## config.mk

```make
export PLATFORM = sky130hd
export DESIGN_NAME = dot_product_engine
export DESIGN_NICKNAME = d
export VERILOG_FILES = /design/src/rtl/matmul_pkg.sv /design/src/rtl/dp_mac_pipe.sv /design/src/rtl/dot_product_engine.sv
export SDC_FILE = /design/constraint.sdc
export NUM_CORES = 1
export LEC_CHECK = 0
export CAP_MARGIN = 20
export CORE_MARGIN = 2
export CORE_UTILIZATION = 40
export DETAILED_ROUTE_END_ITERATION = 12
export PLACE_DENSITY = 0.62
export RECOVER_POWER = 100
export SYNTH_ARGS = -nofsm -noshare
export SYNTH_HDL_FRONTEND = slang
export SYNTH_SLANG_ARGS = --single-unit
```

## constraint.sdc

```tcl
create_clock -name clk -period 12.65 [get_ports clk]
set_clock_uncertainty 0.1 [all_clocks]
set_input_delay 2.53 -clock clk [delete_from_list [all_inputs] [get_ports clk]]
set_output_delay 2.53 -clock clk [all_outputs]
set_load 0.02 [all_outputs]
```

## src/rtl/matmul_pkg.sv

```systemverilog
// Shared types and helpers for the matmul datapath: dot-product FSM states,
// accumulator sizing and signed saturation.
package matmul_pkg;

  typedef enum logic [1:0] {
    IDLE  = 2'd0,
    FETCH = 2'd1,
    DRAIN = 2'd2
  } dp_state_t;

  localparam int unsigned DEF_DATA_WIDTH = 16;
  localparam int unsigned DEF_VEC_LEN    = 8;
  localparam int unsigned SAT_W          = 128;

  // Accumulator wide enough that VEC_LEN full-scale products never overflow.
  function automatic int unsigned acc_width(input int unsigned dw, input int unsigned vl);
    return 2 * dw + $clog2(vl) + 1;
  endfunction

  localparam int unsigned ACC_WIDTH = acc_width(DEF_DATA_WIDTH, DEF_VEC_LEN);

  // Clamp a sign-extended value into the signed range of 'width' bits.
  function automatic logic signed [SAT_W-1:0] sat_to_width(input logic signed [SAT_W-1:0] value,
                                                           input int unsigned width);
    logic signed [SAT_W-1:0] hi;
    logic signed [SAT_W-1:0] lo;
    hi = (SAT_W'(1) <<< (width - 1)) - SAT_W'(1);
    lo = -hi - SAT_W'(1);
    if (value > hi) return hi;
    if (value < lo) return lo;
    return value;
  endfunction

endpackage

```

## src/rtl/dp_mac_pipe.sv

```systemverilog
// Multiply-accumulate pipeline: data-valid stage, product register, accumulator
// and saturated result write on the final element.
module dp_mac_pipe
  import matmul_pkg::*;
#(
  parameter int unsigned DATA_WIDTH = 16,
  parameter int unsigned VEC_LEN    = 8
) (
  input  logic                      clk,
  input  logic                      rst,
  input  logic                      valid,
  input  logic                      last,
  input  logic                      clear,
  input  logic [DATA_WIDTH-1:0]     wt,
  input  logic [DATA_WIDTH-1:0]     act,
  output logic [2*DATA_WIDTH-1:0]   result,
  output logic                      done,
  output logic                      final_c
);

  localparam int unsigned PROD_W = 2 * DATA_WIDTH;
  localparam int unsigned ACC_W  = acc_width(DATA_WIDTH, VEC_LEN);

  logic                     s1_valid;
  logic                     s1_last;
  logic                     s2_valid;
  logic                     s2_last;
  logic signed [PROD_W-1:0] prod;
  logic signed [ACC_W-1:0]  acc;
  logic signed [ACC_W-1:0]  acc_sum_c;

  assign acc_sum_c = acc + ACC_W'(prod);
  assign final_c   = s2_valid & s2_last;

  // s1: read data on the bus, s2: product registered, then accumulate/write.
  always_ff @(posedge clk or posedge rst) begin
    if (rst) begin
      s1_valid <= 1'b0;
      s1_last  <= 1'b0;
      s2_valid <= 1'b0;
      s2_last  <= 1'b0;
      prod     <= '0;
      acc      <= '0;
      result   <= '0;
      done     <= 1'b0;
    end else begin
      s1_valid <= valid;
      s1_last  <= valid & last;
      s2_valid <= s1_valid;
      s2_last  <= s1_last;
      if (s1_valid) prod <= PROD_W'($signed(wt)) * PROD_W'($signed(act));
      done <= final_c;
      if (clear) begin
        acc <= '0;
      end else if (s2_valid) begin
        acc <= final_c ? '0 : acc_sum_c;
      end
      if (final_c) result <= PROD_W'(sat_to_width(SAT_W'(acc_sum_c), PROD_W));
    end
  end

endmodule

```

## src/rtl/dot_product_engine.sv

```systemverilog
// Signed dot product of one weight row against the input vector; owns the
// IDLE/FETCH/DRAIN sequencing and read-address generation.
module dot_product_engine
  import matmul_pkg::*;
#(
  parameter int unsigned           ADDR_WIDTH   = 10,
  parameter int unsigned           DATA_WIDTH   = 16,
  parameter int unsigned           VEC_LEN      = 8,
  parameter logic [ADDR_WIDTH-1:0] IN_BASE_ADDR = '0
) (
  input  logic                    clk,
  input  logic                    rst,
  input  logic                    start,
  output logic                    done,
  input  logic [ADDR_WIDTH-1:0]   weight_base_addr,
  output logic [2*DATA_WIDTH-1:0] result,
  output logic                    busy,
  output logic                    wt_rd_en,
  output logic [ADDR_WIDTH-1:0]   wt_rd_addr,
  input  logic [DATA_WIDTH-1:0]   wt_rd_data,
  output logic                    in_rd_en,
  output logic [ADDR_WIDTH-1:0]   in_rd_addr,
  input  logic [DATA_WIDTH-1:0]   in_rd_data
);

  localparam logic [ADDR_WIDTH-1:0] LAST_IDX = ADDR_WIDTH'(VEC_LEN - 1);

  dp_state_t             state;
  dp_state_t             state_n;
  logic [ADDR_WIDTH-1:0] idx;
  logic [ADDR_WIDTH-1:0] idx_n;
  logic [ADDR_WIDTH-1:0] wt_addr_n;
  logic [ADDR_WIDTH-1:0] in_addr_n;
  logic                  rd_en_n;
  logic                  rd_last;
  logic                  rd_last_n;
  logic                  busy_n;
  logic                  accept_c;
  logic                  final_c;

  always_ff @(posedge clk or posedge rst) begin
    if (rst) begin
      state      <= IDLE;
      idx        <= '0;
      wt_rd_en   <= 1'b0;
      in_rd_en   <= 1'b0;
      wt_rd_addr <= '0;
      in_rd_addr <= '0;
      rd_last    <= 1'b0;
      busy       <= 1'b0;
    end else begin
      state      <= state_n;
      idx        <= idx_n;
      wt_rd_en   <= rd_en_n;
      in_rd_en   <= rd_en_n;
      wt_rd_addr <= wt_addr_n;
      in_rd_addr <= in_addr_n;
      rd_last    <= rd_last_n;
      busy       <= busy_n;
    end
  end

  // Addresses advance incrementally so base+idx wraps at ADDR_WIDTH for free.
  always_comb begin
    state_n   = state;
    idx_n     = idx;
    wt_addr_n = wt_rd_addr;
    in_addr_n = in_rd_addr;
    rd_en_n   = 1'b0;
    rd_last_n = 1'b0;
    busy_n    = busy;
    accept_c  = 1'b0;
    case (state)
      IDLE: begin
        busy_n = start;
        if (start) begin
          accept_c  = 1'b1;
          state_n   = FETCH;
          idx_n     = '0;
          wt_addr_n = weight_base_addr;
          in_addr_n = IN_BASE_ADDR;
          rd_en_n   = 1'b1;
          rd_last_n = (LAST_IDX == '0);
        end
      end
      FETCH: begin
        busy_n = 1'b1;
        if (idx == LAST_IDX) begin
          state_n = DRAIN;
        end else begin
          idx_n     = idx + ADDR_WIDTH'(1);
          wt_addr_n = wt_rd_addr + ADDR_WIDTH'(1);
          in_addr_n = in_rd_addr + ADDR_WIDTH'(1);
          rd_en_n   = 1'b1;
          rd_last_n = ((idx + ADDR_WIDTH'(1)) == LAST_IDX);
        end
      end
      DRAIN: begin
        busy_n = 1'b1;
        // Leave on the edge that writes the result so start can land in the done cycle.
        if (final_c) state_n = IDLE;
      end
      default: state_n = IDLE;
    endcase
  end

  dp_mac_pipe #(
    .DATA_WIDTH(DATA_WIDTH),
    .VEC_LEN   (VEC_LEN)
  ) u_mac (
    .clk    (clk),
    .rst    (rst),
    .valid  (wt_rd_en),
    .last   (rd_last),
    .clear  (accept_c),
    .wt     (wt_rd_data),
    .act    (in_rd_data),
    .result (result),
    .done   (done),
    .final_c(final_c)
  );

endmodule

```

==> results.ini, run 1 <==
[run_status]
run_status=finished with violations
violations=capacitance limit, slew limit

[worst_setup_path]
critPathCaptureType=flop
timing_worst_setup_path_type=in -> reg
worst_setup_path_start_kind=input pin
worst_ep_required_time_ps=12850
regToRegSetupSlack_ps=5680
cp_max_fo=16
critical_path_arrival_ps=9870

[logic_synthesis]
synth_enable_flop_cells=0
synth_largest_area_cell=fa_1
synthesis.instances=1804
mappedNetlistArea_mm2=0.0173
largest_family_of_logic_cells_by_synthesized_area=adder cells
synth_top_cells_by_area=fa_1 (30%), dfrtp_1 (20%), ha_1 (9.0%)
synth-async-reset-ratio_pct=100
synth.ff_latch_count=140
primary_flip_flop_cell_chosen_by_synthesis_mapping=dfrtp_1
yosys.area_share.xor_xnor_pct=3.88
post-synth-top-area-fraction_pct=30.4
synth-simple-area-share_pct=13.0
synth.area.mux_share_pct=1.88
synth_fa_ha_area_share_pct=39.4
synth_nets=2237
seq_area_frac_synth_pct=20.2
synth-compound-area-share_pct=12.8
post_synth_num_cell_types=73
post_synthesis_area_per_instance_um2=9.61
synthesis.yosys.warnings=0

[clock_network]
hold_bufs_inserted_after_cts=0
post_cts_resize_count=0
ctsLongestPathBuffers=2
clock_latency_ps=420
cts_buffers=17
post-cts-setup-buffers=0
cts_max_level=4
cts.root.buffer_cell=clkbuf_16
cts_num_sinks=140
tritoncts=done
clock_pin_slew_of_the_registers_on_the_worst_case_setup_and_hold_paths_ps=60

[timing]
finalCritPeriodShare_pct=76.4
final-setup-viol-count=0
timing_worst_slew_pin_value_ps=3890
fmax_ghz=0.103
timing_hold_violations_final=0
rsz0062_at_grt=no
final_period_minus_worst_setup_slack_ps=9660
hold_ws_ps=251
final.setup.tns_ps=0
report.final.slew_viol_count=247
timing.slew.headroom_pct=-159

[routing]
drt.antenna.violating_nets=0
1st_pass_router_iterations=5
num_vias=12799
drt_drc_violations_left=0
routed_via_density=5.21
drt-wirelength-per-cell_um=16.0
initialDrtViolationCount=906
drt-total-wl_mm=39.4

[floorplanning]
floorplan.rows=76
starting_utilization_of_the_core_area_pct=40.4
dieWidth_um=212
io-pin-count=101
design.die.area_mm2=0.0450
core_area_mm2=0.0429
dieHeight_um=212

[global_routing]
antenna_found_initial=0
grt-ovfl-total=0
number_of_global_route_vias_before_repair=13908
grt_pass1_wl_mm=68.8
grt_max_degree=73
grt.total_usage_pct=19.0

[finish]
nFillCells=4058
post_synthesis_to_final_layout_area_growth_pct=12.0
design.final.nets=2291
drive_gt1_share_pct=4.28
post-route-util_pct=45.3
stdcell_count=2455
antenna-diode-count=0

[worst_hold_path]
hp-class=reg -> reg

[placement]
final_hpwl_dp_mm=31.5
dp_cells=2424
port-buffer-count=100
place.gp.congestion=0.879

[run]
cap_violations=5

-- per-stage QoR --
| step | instance area (µm²) | setup slack, ps |
|---|---|---|
| global placement | 18800 | 2900 |
| floorplan | 17300 | 3960 |
| detailed placement | 18800 | 2860 |
| finish | 19400 | 2990 |
| CTS | 19500 | 3280 |
| global route | 19400 | 2630 |
-- placed cells by master (no fill, tap or decap), drive strengths merged, types with 23 or more instances in the layout --
cell type	n
a21o	31
a21oi	72
a221o	38
a22o	31
and2	114
clkbuf	23
clkdlybuf4s50	37
dfrtp	140
dlygate4sd3	63
fa	263
ha	125
inv	327
mux2	28
nand2	188
nand3	24
nor2	59
o21ai	66
xnor2	50
xor2	26
-- state kept, by name, summed over array words and instances (netlist names), 2 cells and up --
name,cells
state,2
wt_rd_addr,10
u_mac.prod,32
in_rd_addr,10
u_mac.result,32
idx,10
u_mac.acc,36
-- cells by family (layout without fill, tap and decap cells) --
logic type                 count (synthesis)  after routing
AOI/OAI and AO/OA                        315            315
xor gates and xnor gates                  76             76
adders and majority gates                388            388
buffers and inverters                    399            465
DFF                                      140            140
muxes                                     29             29
and+or+nand+nor                          457            457
-- critical path, cell delays in order --
cell           delay, ps
dlygate4sd3_1        950
nand2_1              170
fa_1                 540
fa_1                 540
inv_1                 50
fa_1                 490
inv_1                 50
fa_1                 530
inv_1                 50
fa_1                 500
fa_1                 420
ha_1                 360
and4_1               240
a221o_1              320
a311oi_1             510
o21ai_0              380
a211oi_1             310
nor2_1               120
o21a_1               220
a31oi_1              190
xnor2_1               90
mux2_2               260
-- per-layer routing --
layer / vias up / part of all wire [%] / track usage (%) / wire length (µm)
met1: 6562 / 43 / 24.4 / 17000
met2: 237 / 51 / 33.8 / 20200
li1: 5936 / - / - / -
met3: 64 / 3.0 / 2.38 / 1200
met5: - / 0 / 0 / 0
met4: 0 / 2.4 / 5.38 / 946
-- synth_stat cells (7+ instances only) --
cell / instances
a211oi_1: 8
a21o_1: 31
a21oi_1: 71
a221o_1: 38
a22o_1: 31
a31oi_1: 14
and2_1: 114
and3_1: 9
clkbuf_1: 62
dfrtp_1: 140
fa_1: 263
ha_1: 125
inv_1: 325
mux2_2: 28
nand2_1: 188
nand2b_1: 9
nand3_1: 24
nand4_1: 15
nor2_1: 59
nor3_1: 9
o21a_1: 11
o21ai_0: 55
o21bai_1: 11
o22ai_1: 7
xnor2_1: 49
xor2_1: 26
-- worst paths after layout --
| path | from | to | depth (start not counted) |
|---|---|---|---|
| min in group asynchronous | rst | u_mac.result[10] | 2 |
| hold / removal | u_mac.s1_last | u_mac.s2_last | 0 |
| setup reg to reg | u_mac.acc[0] | u_mac.result[15] | 12 |
| max in group asynchronous | rst | u_mac.acc[18] | 3 |
| hold reg to reg | u_mac.s1_last | u_mac.s2_last | 0 |
| setup / recovery | in_rd_data[1] | u_mac.prod[30] | 22 |
-- final cells by class --
class,count,area [µm²],area share (%)
clock buffer,18,429,2.21
multi-input combinational,1265,12300,63.2
timing repair buffer,109,1050,5.40
clock inverter,13,214,1.10
inverter,325,1220,6.29
tap,585,732,3.77
sequential,140,3500,18.0
Power of run 1 is left out: the tool's default activity adds up to more than one toggle a clock period on the data nets, which glitch-free logic cannot reach.
==> run 2, diff against run 1 <==
==> constraint.sdc (replaced) <==
create_clock -name clk -period 9.2 [get_ports clk]
set_clock_uncertainty 0.1 [all_clocks]
set_input_delay 1.84 -clock clk [delete_from_list [all_inputs] [get_ports clk]]
set_output_delay 1.84 -clock clk [all_outputs]
set_load 0.02 [all_outputs]
==> run 2 against run 1 <==
Against the previous run: critical path depth is 1 higher; design area is 1.5% higher; hold slack better by 10 ps; cell count is 1.8% higher; flip-flop and latch count stayed put; global-route usage hardly changed; the flow still finishes with violations (capacitance limit, slew limit); via count is 0.70% higher.
==> results.ini, run 2 (synthesis results as in run 1) <==
[run_status]
run_status=finished with violations  ; unchanged
violations=capacitance limit, slew limit  ; unchanged

[worst_setup_path]
cp_max_fo=13  ; was 16
critical_path_arrival_ps=8890  ; was 9870 ps
worst_ep_required_time_ps=9420  ; was 12850 ps
crit_top_cell=fa_1  ; unchanged
r2r_start=u_mac.acc[0]  ; unchanged
timing_worst_setup_path_type=in -> reg  ; unchanged
critPathCaptureType=flop  ; unchanged
worstRegToRegCells=12  ; unchanged
path_buf_inv=5  ; was 4
critical_path.cell_chain=clkdlybuf4s50_1 > and2_1 > fa_1 > inv_1 > fa_1 > inv_1 > fa_1 > inv_1 > fa_1 > inv_1 > fa_1 > fa_1 > ha_1 > and4_1 > a221o_1 > a311oi_2 > o21ai_0 > a211oi_1 > nor2_1 > o21a_1 > a31oi_1 > xnor2_1 > mux2_2  ; was dlygate4sd3_1 > nand2_1 > fa_1 > fa_1 > inv_1 > fa_1 > inv_1 > fa_1 > inv_1 > fa_1 > fa_1 > ha_1 > and4_1 > a221o_1 > a311oi_1 > o21ai_0 > a211oi_1 > nor2_1 > o21a_1 > a31oi_1 > xnor2_1 > mux2_2
slowest_delay_ps=720  ; was 950 ps
cp_top_family=adder cells  ; unchanged
cp_slowest_cell=clkdlybuf4s50_1  ; was dlygate4sd3_1
worst_setup_path_start_kind=input pin  ; unchanged
regToRegSetupSlack_ps=2110  ; was 5680 ps
timing.rr.end=u_mac.result[16]  ; was u_mac.result[15]

[timing]
timing_worst_slew_pin_value_ps=3950  ; was 3890 ps
final.setup.tns_ps=0  ; unchanged
timing_hold_violations_final=0  ; unchanged
final-setup-viol-count=0  ; unchanged
finalCritPeriodShare_pct=94.2
timing.slew.headroom_pct=-163  ; was -159%
report.final.slew_viol_count=247  ; unchanged
fmax_ghz=0.115
final_period_minus_worst_setup_slack_ps=8670
rsz0062_at_grt=no  ; unchanged

[routing]
num_vias=12889  ; was 12799
drt-total-wl_mm=40.0  ; was 39.4 mm
drt.antenna.violating_nets=0  ; unchanged
1st_pass_router_iterations=5  ; unchanged
drt_drc_violations_left=0  ; unchanged
drt-wirelength-per-cell_um=16.0  ; about the same
routed_via_density=5.16  ; was 5.21
initialDrtViolationCount=757  ; was 906

[clock_network]
cts.root.buffer_cell=clkbuf_16  ; unchanged
post_cts_resize_count=0  ; unchanged
hold_bufs_inserted_after_cts=0  ; unchanged
clock_latency_ps=430  ; was 420 ps
tritoncts=done  ; unchanged
post-cts-setup-buffers=0  ; unchanged
cts_num_sinks=140  ; unchanged
clock_pin_slew_of_the_registers_on_the_worst_case_setup_and_hold_paths_ps=70  ; was 60 ps
cts_buffers=17  ; unchanged
ctsLongestPathBuffers=2  ; unchanged
cts_max_level=4  ; unchanged

[floorplanning]
dieWidth_um=212  ; unchanged
core_area_mm2=0.0429  ; unchanged
starting_utilization_of_the_core_area_pct=40.4  ; unchanged
dieHeight_um=212  ; unchanged
floorplan.rows=76  ; unchanged
io-pin-count=101  ; unchanged
design.die.area_mm2=0.0450  ; unchanged

[finish]
antenna-diode-count=0  ; unchanged
largest_register_ffs=36  ; unchanged
nFillCells=4068  ; was 4058
post_synthesis_to_final_layout_area_growth_pct=13.7  ; was 12.0%
registers.top_by_ff_count=u_mac.acc  ; unchanged
sequential_cell_area_mm2=0.00350  ; unchanged
biggest_regs=u_mac.acc (36), u_mac.prod (32), u_mac.result (32)  ; unchanged
design.final.nets=2334  ; was 2291
drive_gt1_share_pct=6.37  ; was 4.28%
final_cell_mix=inv_1 (324), fa_1 (263), nand2_1 (188)  ; unchanged
final_common_cell=inv_1  ; unchanged
area_taken_by_multi_input_logic_gates_mm2=0.0123  ; about the same

[global_routing]
grt.total_usage_pct=19.0  ; about the same
number_of_global_route_vias_before_repair=13857  ; was 13908
grt_pass1_wl_mm=68.6  ; was 68.8 mm
grt_max_degree=75  ; was 73
grt-ovfl-total=0  ; unchanged
antenna_found_initial=2  ; was 0

[run]
cap_violations=5  ; unchanged

[worst_hold_path]
hold_path.startpoint=u_mac.s1_last  ; unchanged
hp-class=reg -> reg  ; unchanged
holdPathStages=0  ; unchanged
hold_end=u_mac.s2_last  ; unchanged

[placement]
place.gp.congestion=0.867  ; was 0.879
final_hpwl_dp_mm=32.6  ; was 31.5 mm
port-buffer-count=100  ; unchanged

run 2: changes by cell type in the layout (fill, tap and decap cells not counted), sizes merged:
cell	previous run	this run
buf	4	43
inv	327	333
bufinv	5	2
clkbuf	23	26
clkdlybuf4s50	37	40
dlygate4sd3	63	60
clkinvlp	3	2
run 2: worst reg2reg max path: cells and delay by family (launching register included):
kind                     cells  cell delay (ps)
adder cells (fa/ha/maj)      2              690
AND/OR/NAND/NOR              3             1100
AO/OA/AOI/OAI                6             4610
XOR/XNOR                     1              120
flip-flops                   1              380
run 2: metrics by stage:
stage	setup WS, ps	hold WS, ps	utilization, %	instances	cell area [µm²]
2_1_floorplan	1200	231	-	1804	17300
6_report	531	261	46.0	2499	19700
3_5_place_dp	199	245	44.7	2467	19200
3_3_place_gp	297	237	44.7	2467	19200
5_1_grt	190	267	46.0	2499	19700
4_1_cts	646	264	46.1	2499	19800
run 2: layout make-up:
type / count / share of cell area (%)
multi-input cells: 1265 / 62.3
clock buffers: 17 / 2.16
well taps: 585 / 3.71
flip-flops and latches: 140 / 17.8
inverters: 325 / 6.19
repair buffers: 152 / 6.88
clock inverters: 15 / 0.990
run 2: per-layer routing:
layer / vias to the layer above / track usage [%] / share of wire [%]
met3: 56 / 2.39 / 3.4
met2: 212 / 33.0 / 50
met5: - / 0 / 0
met4: 0 / 4.44 / 1.8
met1: 6594 / 25.4 / 45
li1: 6027 / - / -
run 2: how the worst max path moves through the flow:
stage	start	end	slack, ps	depth (start not counted)
finish	wt_rd_data[6]	u_mac.prod[30]	530	23
global route	wt_rd_data[5]	u_mac.prod[30]	190	24
CTS	wt_rd_data[6]	u_mac.prod[30]	650	23
detailed placement	wt_rd_data[6]	u_mac.prod[30]	200	23
global placement	wt_rd_data[6]	u_mac.prod[30]	300	23
floorplan	wt_rd_data[15]	u_mac.prod[30]	1200	22
Power of run 2 is left out for the same reason.
==> run 3, diff against run 2 <==
--- a/config.mk
+++ b/config.mk
@@ -10,7 +10,6 @@
 export CORE_UTILIZATION = 40
 export DETAILED_ROUTE_END_ITERATION = 12
 export PLACE_DENSITY = 0.62
-export RECOVER_POWER = 100
 export SYNTH_ARGS = -nofsm -noshare
 export SYNTH_HDL_FRONTEND = slang
 export SYNTH_SLANG_ARGS = --single-unit
==> run 3 against run 2 <==
Against the previous run: the run now ends clean; non-clock buffer count stayed put; cell count unchanged; sequential share of layout area decreased by 0.052 points; clock-buffer cell count is the same; register-to-register slack improved by 2600 ps; wire length about the same; design area rose by 0.29%; die area unchanged.
==> results.ini, run 3 (synthesis results as in run 1) <==
[global_routing]
number_of_global_route_vias_before_repair=13857  ; unchanged
grt.total_usage_pct=19.0  ; unchanged
grt_pass1_wl_mm=68.6  ; unchanged
antenna_found_initial=1  ; was 2
grt-ovfl-total=0  ; unchanged
grt_max_degree=75  ; unchanged

[worst_setup_path]
regToRegSetupSlack_ps=4680  ; was 2110 ps
critical_path_arrival_ps=8790  ; was 8890 ps
timing_worst_setup_path_type=in -> reg  ; unchanged
critPathCaptureType=flop  ; unchanged
worst_ep_required_time_ps=9420  ; about the same
worst_setup_path_start_kind=input pin  ; unchanged
cp_max_fo=13  ; unchanged

[clock_network]
hold_bufs_inserted_after_cts=0  ; unchanged
cts_max_level=4  ; unchanged
post_cts_resize_count=0  ; unchanged
cts_buffers=17  ; unchanged
clock_latency_ps=430  ; about the same
cts_num_sinks=140  ; unchanged
ctsLongestPathBuffers=2  ; unchanged
clock_pin_slew_of_the_registers_on_the_worst_case_setup_and_hold_paths_ps=70  ; about the same
tritoncts=done  ; unchanged
post-cts-setup-buffers=0  ; unchanged
cts.root.buffer_cell=clkbuf_16  ; unchanged

[placement]
port-buffer-count=100  ; unchanged
place.gp.congestion=0.867  ; unchanged
final_hpwl_dp_mm=32.6  ; unchanged

[routing]
drt.antenna.violating_nets=0  ; unchanged
drt-wirelength-per-cell_um=16.0  ; about the same
num_vias=12883  ; was 12889
drt-total-wl_mm=40.0  ; about the same
1st_pass_router_iterations=5  ; unchanged
initialDrtViolationCount=728  ; was 757
drt_drc_violations_left=0  ; unchanged
routed_via_density=5.16  ; about the same

[finish]
biggest_regs=u_mac.acc (36), u_mac.prod (32), u_mac.result (32)  ; unchanged
drive_gt1_share_pct=7.00  ; was 6.37%
registers.top_by_ff_count=u_mac.acc  ; unchanged
final_cell_mix=inv_1 (324), fa_1 (263), nand2_1 (188)  ; unchanged
nFillCells=4058  ; was 4068
final_common_cell=inv_1  ; unchanged
antenna-diode-count=0  ; unchanged
design.final.nets=2334  ; unchanged
post_synthesis_to_final_layout_area_growth_pct=14.0  ; was 13.7%
largest_register_ffs=36  ; unchanged

[timing]
fmax_ghz=0.117  ; was 0.115 GHz
final_period_minus_worst_setup_slack_ps=8570  ; was 8670 ps
rsz0062_at_grt=no  ; unchanged
hold_ws_ps=259  ; was 261 ps
timing_hold_violations_final=0  ; unchanged
timing_worst_slew_pin_value_ps=950  ; was 3950 ps
finalCritPeriodShare_pct=93.1  ; was 94.2%
final.setup.tns_ps=0  ; unchanged
final-setup-viol-count=0  ; unchanged
timing.slew.headroom_pct=36.6  ; was -163%
report.final.slew_viol_count=0  ; was 247

[floorplanning]
design.die.area_mm2=0.0450  ; unchanged
starting_utilization_of_the_core_area_pct=40.4  ; unchanged
dieWidth_um=212  ; unchanged
floorplan.rows=76  ; unchanged
io-pin-count=101  ; unchanged
dieHeight_um=212  ; unchanged
core_area_mm2=0.0429  ; unchanged

[worst_hold_path]
hp-class=reg -> reg  ; unchanged

[run]
cap_violations=0  ; was 5

[run_status]
run_status=complete, no violations  ; was finished with violations

[run 3: critical path, stage by stage]
cell and delay, ps:
clkdlybuf4s50_1 730, and2_1 310, fa_1 520, inv_1 50, fa_1 480, inv_1 50, fa_1 500, inv_1 60
fa_1 530, inv_1 50, fa_1 490, fa_1 420, ha_1 360, and4_1 250, a221o_1 340, a311oi_2 400
o21ai_1 260, a211oi_1 260, nor2_1 120, o21a_1 220, a31oi_1 190, xnor2_1 90, mux2_2 260
[run 3: stage by stage]
stage | instance area [µm²] | cells | utilization, % | setup WS, ps
6_report | 19800 | 2499 | 46.1 | 631
5_1_grt | 19800 | 2499 | 46.1 | 323
4_1_cts | 19800 | 2499 | 46.1 | 646
3_5_place_dp | 19200 | 2467 | 44.7 | 199
3_3_place_gp | 19200 | 2467 | 44.7 | 297
2_1_floorplan | 17300 | 1804 | - | 1200
[run 3: cell type report]
type | count | area, µm² | area share [%]
multi-input cells | 1265 | 12300 | 62.2
flip-flops and latches | 140 | 3500 | 17.7
repair buffers | 152 | 1390 | 7.04
inverters | 325 | 1220 | 6.19
well taps | 585 | 732 | 3.70
clock buffers | 17 | 425 | 2.15
clock inverters | 15 | 195 | 0.987
[run 3: layer usage]
| metal | wire length (µm) | GRT usage [%] | vias up |
|---|---|---|---|
| li1 | - | - | 6027 |
| met1 | 18100 | 25.4 | 6600 |
| met2 | 19900 | 33.0 | 209 |
| met3 | 1220 | 2.39 | 47 |
| met4 | 682 | 4.44 | 0 |
| met5 | 0 | 0 | - |
[run 3: worst paths after layout]
kind	from	endpoint	cells past startpoint
max in group asynchronous	rst	u_mac.result[16]	3
min in group asynchronous	rst	u_mac.result[3]	2
min reg2reg	u_mac.s1_last	u_mac.s2_last	0
min	u_mac.s1_last	u_mac.s2_last	0
max reg2reg	u_mac.acc[0]	u_mac.result[16]	12
max	wt_rd_data[6]	u_mac.prod[30]	23
Power of run 3 is left out for the same reason.
